<file path="config.mk">
export PLATFORM = sky130hd
export DESIGN_NAME = escrita_registradores_flat
export DESIGN_NICKNAME = d
export VERILOG_FILES = /design/src/rtl/escrita_registradores_pkg.sv /design/src/rtl/escrita_registradores_if.sv /design/src/rtl/escrita_registradores_fila_escrita.sv /design/src/rtl/escrita_registradores.sv /design/src/flat_wrapper.sv
export SDC_FILE = /design/constraint.sdc
export NUM_CORES = 1
export LEC_CHECK = 0
export BUFFER_PORTS_ARGS = -buffer_cell sky130_fd_sc_hd__buf_2
export CELL_PAD_IN_SITES_DETAIL_PLACEMENT = 0
export CELL_PAD_IN_SITES_GLOBAL_PLACEMENT = 2
export CORE_MARGIN = 4
export CORE_UTILIZATION = 32
export DETAILED_ROUTE_END_ITERATION = 7
export HOLD_SLACK_MARGIN = 0.05
export PLACE_DENSITY_LB_ADDON = 0.1
export SETUP_SLACK_MARGIN = 0.5
export SLEW_MARGIN = 20
export SYNTH_ARGS = -nofsm -noshare
export SYNTH_HDL_FRONTEND = slang
export SYNTH_SLANG_ARGS = --single-unit
export TNS_END_PERCENT = 50
</file>
<file path="constraint.sdc">
create_clock -name clock -period 2.65 [get_ports clock]
set_input_delay 0.6625 -clock clock [delete_from_list [all_inputs] [get_ports clock]]
set_output_delay 0.6625 -clock clock [all_outputs]
set_load 0.02 [all_outputs]
</file>
<file path="src/rtl/escrita_registradores_pkg.sv">
// Shared definitions for the register-bank write path.
// Holds the data/index widths, queue depth, register index constants
// (including the fixed BEQ operands) and the queued-entry record type.
package escrita_registradores_pkg;

  localparam int DATA_W = 8;
  localparam int ADDR_W = 2;
  localparam int DEPTH  = 4;
  localparam int PTR_W  = $clog2(DEPTH);
  localparam int CNT_W  = ADDR_W + 1;

  typedef logic [ADDR_W-1:0] reg_idx_t;
  typedef logic [DATA_W-1:0] reg_data_t;

  typedef struct packed {
    reg_idx_t  idx;
    reg_data_t value;
  } entry_t;

  localparam reg_idx_t R0 = 2'd0;
  localparam reg_idx_t R1 = 2'd1;
  localparam reg_idx_t R2 = 2'd2;
  localparam reg_idx_t R3 = 2'd3;

  // BEQ always compares these two registers.
  localparam reg_idx_t BEQ_OPR_A = R2;
  localparam reg_idx_t BEQ_OPR_B = R3;

endpackage

</file>
<file path="src/rtl/escrita_registradores_if.sv">
// Bus bundle between the writeback mux / decode stage and the write queue.
//   writeback : wb_valid, wb_ready, wb_reg, wb_data
//   control   : hold, flush
//   bank port : regWrite, regAlvo, data
//   bypass    : rd_a, rd_b -> byp_hit_a/b, byp_val_a/b
//   status    : pending
// slave is the queue side, master is the surrounding pipeline.
interface escrita_registradores_if;
  import escrita_registradores_pkg::*;

  logic             wb_valid;
  logic             wb_ready;
  reg_idx_t         wb_reg;
  reg_data_t        wb_data;
  logic             hold;
  logic             flush;
  logic             regWrite;
  reg_idx_t         regAlvo;
  reg_data_t        data;
  reg_idx_t         rd_a;
  reg_idx_t         rd_b;
  logic             byp_hit_a;
  reg_data_t        byp_val_a;
  logic             byp_hit_b;
  reg_data_t        byp_val_b;
  logic [CNT_W-1:0] pending;

  modport slave (
    input  wb_valid, wb_reg, wb_data, hold, flush, rd_a, rd_b,
    output wb_ready, regWrite, regAlvo, data,
           byp_hit_a, byp_val_a, byp_hit_b, byp_val_b, pending
  );

  modport master (
    output wb_valid, wb_reg, wb_data, hold, flush, rd_a, rd_b,
    input  wb_ready, regWrite, regAlvo, data,
           byp_hit_a, byp_val_a, byp_hit_b, byp_val_b, pending
  );

endinterface

</file>
<file path="src/rtl/escrita_registradores_fila_escrita.sv">
// fila_escrita: circular in-order storage for pending register writes.
// Ports:
//   clock_i, reset_n_i   clock, synchronous active-low reset
//   push_i, push_entry_i enqueue an entry at the write pointer
//   pop_i                retire the head entry
//   flush_i              drop every queued entry (wins over push/pop)
//   mem_o, rd_ptr_o      raw storage and head pointer for lookups
//   count_o              occupancy, 0..DEPTH
// Callers guarantee push_i only when not full and pop_i only when not empty.
module fila_escrita
  import escrita_registradores_pkg::*;
#(
  parameter int DEPTH_P = DEPTH
) (
  input  logic                          clock_i,
  input  logic                          reset_n_i,
  input  logic                          push_i,
  input  entry_t                        push_entry_i,
  input  logic                          pop_i,
  input  logic                          flush_i,
  output entry_t [DEPTH_P-1:0]          mem_o,
  output logic [$clog2(DEPTH_P)-1:0]    rd_ptr_o,
  output logic [$clog2(DEPTH_P):0]      count_o
);

  localparam int PW = $clog2(DEPTH_P);

  entry_t [DEPTH_P-1:0] mem_q,    mem_d;
  logic   [PW-1:0]      wr_ptr_q, wr_ptr_d;
  logic   [PW-1:0]      rd_ptr_q, rd_ptr_d;
  logic   [PW:0]        count_q,  count_d;

  always_comb begin
    mem_d    = mem_q;
    wr_ptr_d = wr_ptr_q;
    rd_ptr_d = rd_ptr_q;
    count_d  = count_q;
    if (flush_i) begin
      // Storage is left as is; an empty window is all that matters.
      rd_ptr_d = wr_ptr_q;
      count_d  = '0;
    end else begin
      if (push_i) begin
        mem_d[wr_ptr_q] = push_entry_i;
        wr_ptr_d        = wr_ptr_q + 1'b1;
      end
      if (pop_i) begin
        rd_ptr_d = rd_ptr_q + 1'b1;
      end
      case ({push_i, pop_i})
        2'b10:   count_d = count_q + 1'b1;
        2'b01:   count_d = count_q - 1'b1;
        default: count_d = count_q;
      endcase
    end
  end

  always_ff @(posedge clock_i) begin
    if (!reset_n_i) begin
      mem_q    <= '0;
      wr_ptr_q <= '0;
      rd_ptr_q <= '0;
      count_q  <= '0;
    end else begin
      mem_q    <= mem_d;
      wr_ptr_q <= wr_ptr_d;
      rd_ptr_q <= rd_ptr_d;
      count_q  <= count_d;
    end
  end

  assign mem_o    = mem_q;
  assign rd_ptr_o = rd_ptr_q;
  assign count_o  = count_q;

endmodule

</file>
<file path="src/rtl/escrita_registradores.sv">
// escrita_registradores: write-side front end of the 4x8 register bank.
// Buffers writeback results in order and drains one per cycle into the
// bank write port; offers combinational bypass of queued values to decode.
// Ports:
//   clock, reset_n  clock, synchronous active-low reset
//   bus (slave)     writeback handshake, hold/flush, bank write port,
//                   bypass lookups and pending count
module escrita_registradores
  import escrita_registradores_pkg::*;
(
  input  logic                     clock,
  input  logic                     reset_n,
  escrita_registradores_if.slave   bus
);

  entry_t [DEPTH-1:0] mem;
  logic   [PTR_W-1:0] rd_ptr;
  logic   [CNT_W-1:0] count;
  logic               push;
  logic               pop;
  entry_t             head;

  // No pass-through when full: a pop in the same cycle does not free a slot.
  assign bus.wb_ready = reset_n & (count != CNT_W'(DEPTH)) & ~bus.flush;
  assign push         = bus.wb_valid & bus.wb_ready;
  assign pop          = reset_n & (count != '0) & ~bus.hold & ~bus.flush;

  fila_escrita #(.DEPTH_P(DEPTH)) u_fila (
    .clock_i      (clock),
    .reset_n_i    (reset_n),
    .push_i       (push),
    .push_entry_i ({bus.wb_reg, bus.wb_data}),
    .pop_i        (pop),
    .flush_i      (bus.flush),
    .mem_o        (mem),
    .rd_ptr_o     (rd_ptr),
    .count_o      (count)
  );

  assign head         = mem[rd_ptr];
  assign bus.regWrite = pop;
  assign bus.regAlvo  = reset_n ? head.idx   : '0;
  assign bus.data     = reset_n ? head.value : '0;
  assign bus.pending  = count;

  // Walk from oldest to youngest so the last match seen is the youngest.
  // The head is still a valid match in the cycle it is being written.
  always_comb begin
    bus.byp_hit_a = 1'b0;
    bus.byp_val_a = '0;
    bus.byp_hit_b = 1'b0;
    bus.byp_val_b = '0;
    for (int k = 0; k < DEPTH; k++) begin
      if (reset_n && (CNT_W'(k) < count)) begin
        if (mem[rd_ptr + PTR_W'(k)].idx == bus.rd_a) begin
          bus.byp_hit_a = 1'b1;
          bus.byp_val_a = mem[rd_ptr + PTR_W'(k)].value;
        end
        if (mem[rd_ptr + PTR_W'(k)].idx == bus.rd_b) begin
          bus.byp_hit_b = 1'b1;
          bus.byp_val_b = mem[rd_ptr + PTR_W'(k)].value;
        end
      end
    end
  end

endmodule

</file>
<file path="src/flat_wrapper.sv">
// flat-port wrapper written by rule: the top's interface ports become plain ports
module escrita_registradores_flat import escrita_registradores_pkg::*;
  (clock, reset_n, bus_wb_valid, bus_wb_reg, bus_wb_data, bus_hold, bus_flush, bus_rd_a, bus_rd_b, bus_wb_ready, bus_regWrite, bus_regAlvo, bus_data, bus_byp_hit_a, bus_byp_val_a, bus_byp_hit_b, bus_byp_val_b, bus_pending);
  escrita_registradores_if bus_i ();
  input  logic clock;
  input  logic reset_n;
  input wire logic [$bits(bus_i.wb_valid)-1:0] bus_wb_valid;
  input wire logic [$bits(bus_i.wb_reg)-1:0] bus_wb_reg;
  input wire logic [$bits(bus_i.wb_data)-1:0] bus_wb_data;
  input wire logic [$bits(bus_i.hold)-1:0] bus_hold;
  input wire logic [$bits(bus_i.flush)-1:0] bus_flush;
  input wire logic [$bits(bus_i.rd_a)-1:0] bus_rd_a;
  input wire logic [$bits(bus_i.rd_b)-1:0] bus_rd_b;
  output wire logic [$bits(bus_i.wb_ready)-1:0] bus_wb_ready;
  output wire logic [$bits(bus_i.regWrite)-1:0] bus_regWrite;
  output wire logic [$bits(bus_i.regAlvo)-1:0] bus_regAlvo;
  output wire logic [$bits(bus_i.data)-1:0] bus_data;
  output wire logic [$bits(bus_i.byp_hit_a)-1:0] bus_byp_hit_a;
  output wire logic [$bits(bus_i.byp_val_a)-1:0] bus_byp_val_a;
  output wire logic [$bits(bus_i.byp_hit_b)-1:0] bus_byp_hit_b;
  output wire logic [$bits(bus_i.byp_val_b)-1:0] bus_byp_val_b;
  output wire logic [$bits(bus_i.pending)-1:0] bus_pending;
  assign bus_i.wb_valid = bus_wb_valid;
  assign bus_i.wb_reg = bus_wb_reg;
  assign bus_i.wb_data = bus_wb_data;
  assign bus_i.hold = bus_hold;
  assign bus_i.flush = bus_flush;
  assign bus_i.rd_a = bus_rd_a;
  assign bus_i.rd_b = bus_rd_b;
  assign bus_wb_ready = bus_i.wb_ready;
  assign bus_regWrite = bus_i.regWrite;
  assign bus_regAlvo = bus_i.regAlvo;
  assign bus_data = bus_i.data;
  assign bus_byp_hit_a = bus_i.byp_hit_a;
  assign bus_byp_val_a = bus_i.byp_val_a;
  assign bus_byp_hit_b = bus_i.byp_hit_b;
  assign bus_byp_val_b = bus_i.byp_val_b;
  assign bus_pending = bus_i.pending;
  escrita_registradores u_core (.clock(clock), .reset_n(reset_n), .bus(bus_i));
endmodule
</file>
==> summary.txt <==
status: finished with violations
failing checks: setup timing
clock sink count: 47
sequential area share after synthesis: 0.236
die area: 14300 µm²
Power, Total: 1.72 mW
synth warn: 0
Power Density: 292 nW/µm²
Final Hold Fails: 0
mean post-synth cell area: 8.74 µm²
RSZ-0062 raised after global routing: true
min Tclk post-route: 3.12 ns
max-capacitance violation count: 0
Starting Density: 0.329
crit path DAT: 2.46 ns
Layout Utilization: 0.485
top cell type's share of synthesized area: 0.236
Final period util: 1.18
Total Routed Length: 12.6 mm
first-pass GRT wire length: 19.9 mm
initial DRC count: 252
Yosys top cell by area: dfxtp_1
DP Wirelength: 9.39 mm
Fin Setup TNS: -7.74 ns
Startpoint Class: flip-flop
f_max: 320 MHz
Post-DRT Antenna Nets: 0
GRT Residual Overflow: 0
GR Util All Layers: 0.171
CTS Root Buffer Type: clkbuf_16
worst hold path class: reg2reg
CTS Buffer Depth: 2
fraction of layout cells with a size suffix above 1: 0.439
Synth Register Bits: 47
required time worst endpoint: 1.99 ns
clk_lat worst skew: 0.29 ns
Critical Path Start: u_core.u_fila.rd_ptr_o[1]$_SDFFE_PN0P_
largest net degree at the start of global routing: 49
# setup viols final: 19
Slew @ Worst Pin: 0.445 ns
CP endpoint kind: primary output
clk slew on worst S/H paths: 0.06 ns
GPL Wtd Cong: 0.891
num ports: 52
Worst path slowest cell: or3_4
core area: 12100 µm²
clock skew after layout: 0.00396 ns
DR vias/cell: 5.18
Port Buffers: 51
ys flop type: dfxtp_1
crit-path most repeated cell: buf_4
drt wl/cell: 17.5 µm
Final WS setup: -0.474 ns
CP Cell Sequence: buf_4 -> buf_4 -> mux4_2 -> xor2_2 -> or3_4 -> buf_6 -> a211oi_4 -> o21ai_2 -> buf_4
Slew Viols, Final: 0
initial antenna violation count: 0
Slew headroom: 0.704
Setup Crit Path Kind: reg2out
number of cells produced by synthesis: 456
Ant. Diodes: 0
CTS tree: built
synth top area cells: dfxtp_1, mux4_2, a21boi_0
chip width: 120 µm
DR pass1 iterations: 4
residual DRC count: 0
reg2reg start: u_core.u_fila.count_o[0]$_SDFFE_PP0P_
vias in the first global route: 3639
Cell variety after synth: 39
mapped cell area: 3990 µm²
Hold Crit Start: u_core.u_fila.mem_o[1]$_SDFFE_PN0P_
FFs w/ async S/R, synth: 0
Syn-to-layout area delta: 47.5%
peak supply drop: 0.000278 V
CTS H-Tree Depth: 2
static leakage: 2.02 nW
total number of vias: 3741
FP Rows: 40
Die H: 120 µm
TritonCTS buffer count: 5
Synth Net Count: 484
slowest cell delay on critical path: 0.40 ns
Final nets: 581
Post-synth EDFFs: 0
Max FO, Critical Path: 5
==> flip-flops by register name, summed over array words and instances, names as in the netlist <==
name,count
u_core.u_fila.mem_o,40
u_core.u_fila.rd_ptr_o,2
u_core.u_fila.wr_ptr_q,2
u_core.u_fila.count_o,3
==> area by class of cell <==
type	instances	area [µm²]
Sequential cell	47	951
Fill cell	1173	6230
Inverter	6	22.5
Tap cell	168	210
Clock inverter	3	43.8
Timing Repair Buffer	127	1260
Multi-Input combinational cell	366	3270
Clock buffer	5	125
==> cell families after synthesis <==
kind of cell | synth area share
XOR/XNOR | 0.0480
adder cells (fa/ha/maj) | 0.0283
AO/OA/AOI/OAI | 0.200
flip-flops | 0.236
buffers and inverters | 0.0537
multiplexers | 0.204
AND/OR/NAND/NOR | 0.230
==> cell usage in the layout (no fill, tap or decap), types with 8 or more instances in the layout <==
| cell type | Yosys | final |
|---|---|---|
| nor2b_1 | 8 | 8 |
| mux2i_1 | 22 | 22 |
| dfxtp_1 | 47 | 43 |
| buf_4 | 3 | 54 |
| buf_2 | 6 | 23 |
| nand3_1 | 50 | 49 |
| nor4b_2 | 0 | 8 |
| and2_4 | 0 | 10 |
| nor3_1 | 16 | 12 |
| o21ai_2 | 0 | 8 |
| mux4_2 | 24 | 26 |
| ha_1 | 9 | 8 |
| buf_6 | 4 | 34 |
| nand2_1 | 57 | 57 |
| a21boi_0 | 41 | 41 |
| a211oi_4 | 0 | 13 |
| clkbuf_16 | 0 | 8 |
| a211oi_2 | 13 | 11 |
| buf_12 | 0 | 9 |
| o21ai_1 | 8 | 8 |
| a21oi_1 | 10 | 10 |
| nor2_1 | 12 | 11 |
==> path summary, 6_finish.rpt <==
kind	depth (start not counted)	slack, ns	end
worst max-delay path	9	-0.47	bus_byp_val_a[6]
worst min-delay path	2	0.49	u_core.u_fila.mem_o[1]$_SDFFE_PN0P_
worst max register to register	10	0.69	u_core.u_fila.count_o[2]$_SDFFE_PP0P_
worst min register to register	2	0.49	u_core.u_fila.mem_o[1]$_SDFFE_PN0P_
==> critical path, delay by kind of cell, from the launching register on <==
family	cells	cell delay [ns]
AOI/OAI and AO/OA	2	0.28
xor gates and xnor gates	1	0.18
buffers and inverters	4	0.60
DFF	1	0.36
muxes	1	0.35
and+or+nand+nor	1	0.40
==> through the flow <==
step | instance area, µm² | hold slack, ns | setup WS (ns) | std cells
after global placement | 4960 | 0.479 | -0.271 | 697
after CTS | 5500 | 0.498 | -0.471 | 711
after detailed placement | 4960 | 0.491 | -0.282 | 697
after floorplan | 4150 | 0.463 | -0.0334 | 456
final | 5880 | 0.494 | -0.474 | 722
after global routing | 5880 | 0.526 | -0.564 | 722
==> synthesized netlist by cell type (all sizes together) (3+ instances only) <==
cell type / n
nand2: 57
nand3: 50
dfxtp: 47
a21boi: 41
a211oi: 26
mux4: 26
clkbuf: 24
mux2i: 22
o21ai: 20
nor3: 17
buf: 14
and2: 13
nor2: 12
xnor2: 11
a21oi: 10
xor2: 10
ha: 9
nor2b: 8
nor4b: 8
a211o: 7
inv: 6
and3: 3
nand2b: 3
nand4: 3
or3: 3
==> routing by layer <==
layer	GRT usage	wire, µm	share of wire
met3	0.0221	366	0.029
met5	0	0	0
met1	0.257	6410	0.51
met4	0.0322	209	0.017
met2	0.263	5640	0.45
==> timing repair <==
item / in CTS / in global routing
endpoints found under the setup margin: 31 / 47
pin swaps: 14 / 13
gates resized for setup: 87 / 57
endpoints found under the hold margin: 0 / 0
gates cloned: 2 / 5
buffers inserted: 4 / 6
hold buffers: 0 / 0
==> report_power, final <==
| part | internal, mW | total, mW | switching, mW |
|---|---|---|---|
| sequential | 0.714 | 0.725 | 0.0109 |
| combinational | 0.127 | 0.267 | 0.140 |
| clock | 0.445 | 0.724 | 0.279 |
| total | 1.29 | 1.72 | 0.430 |
No activity file was read; power rests on OpenSTA's default activity.
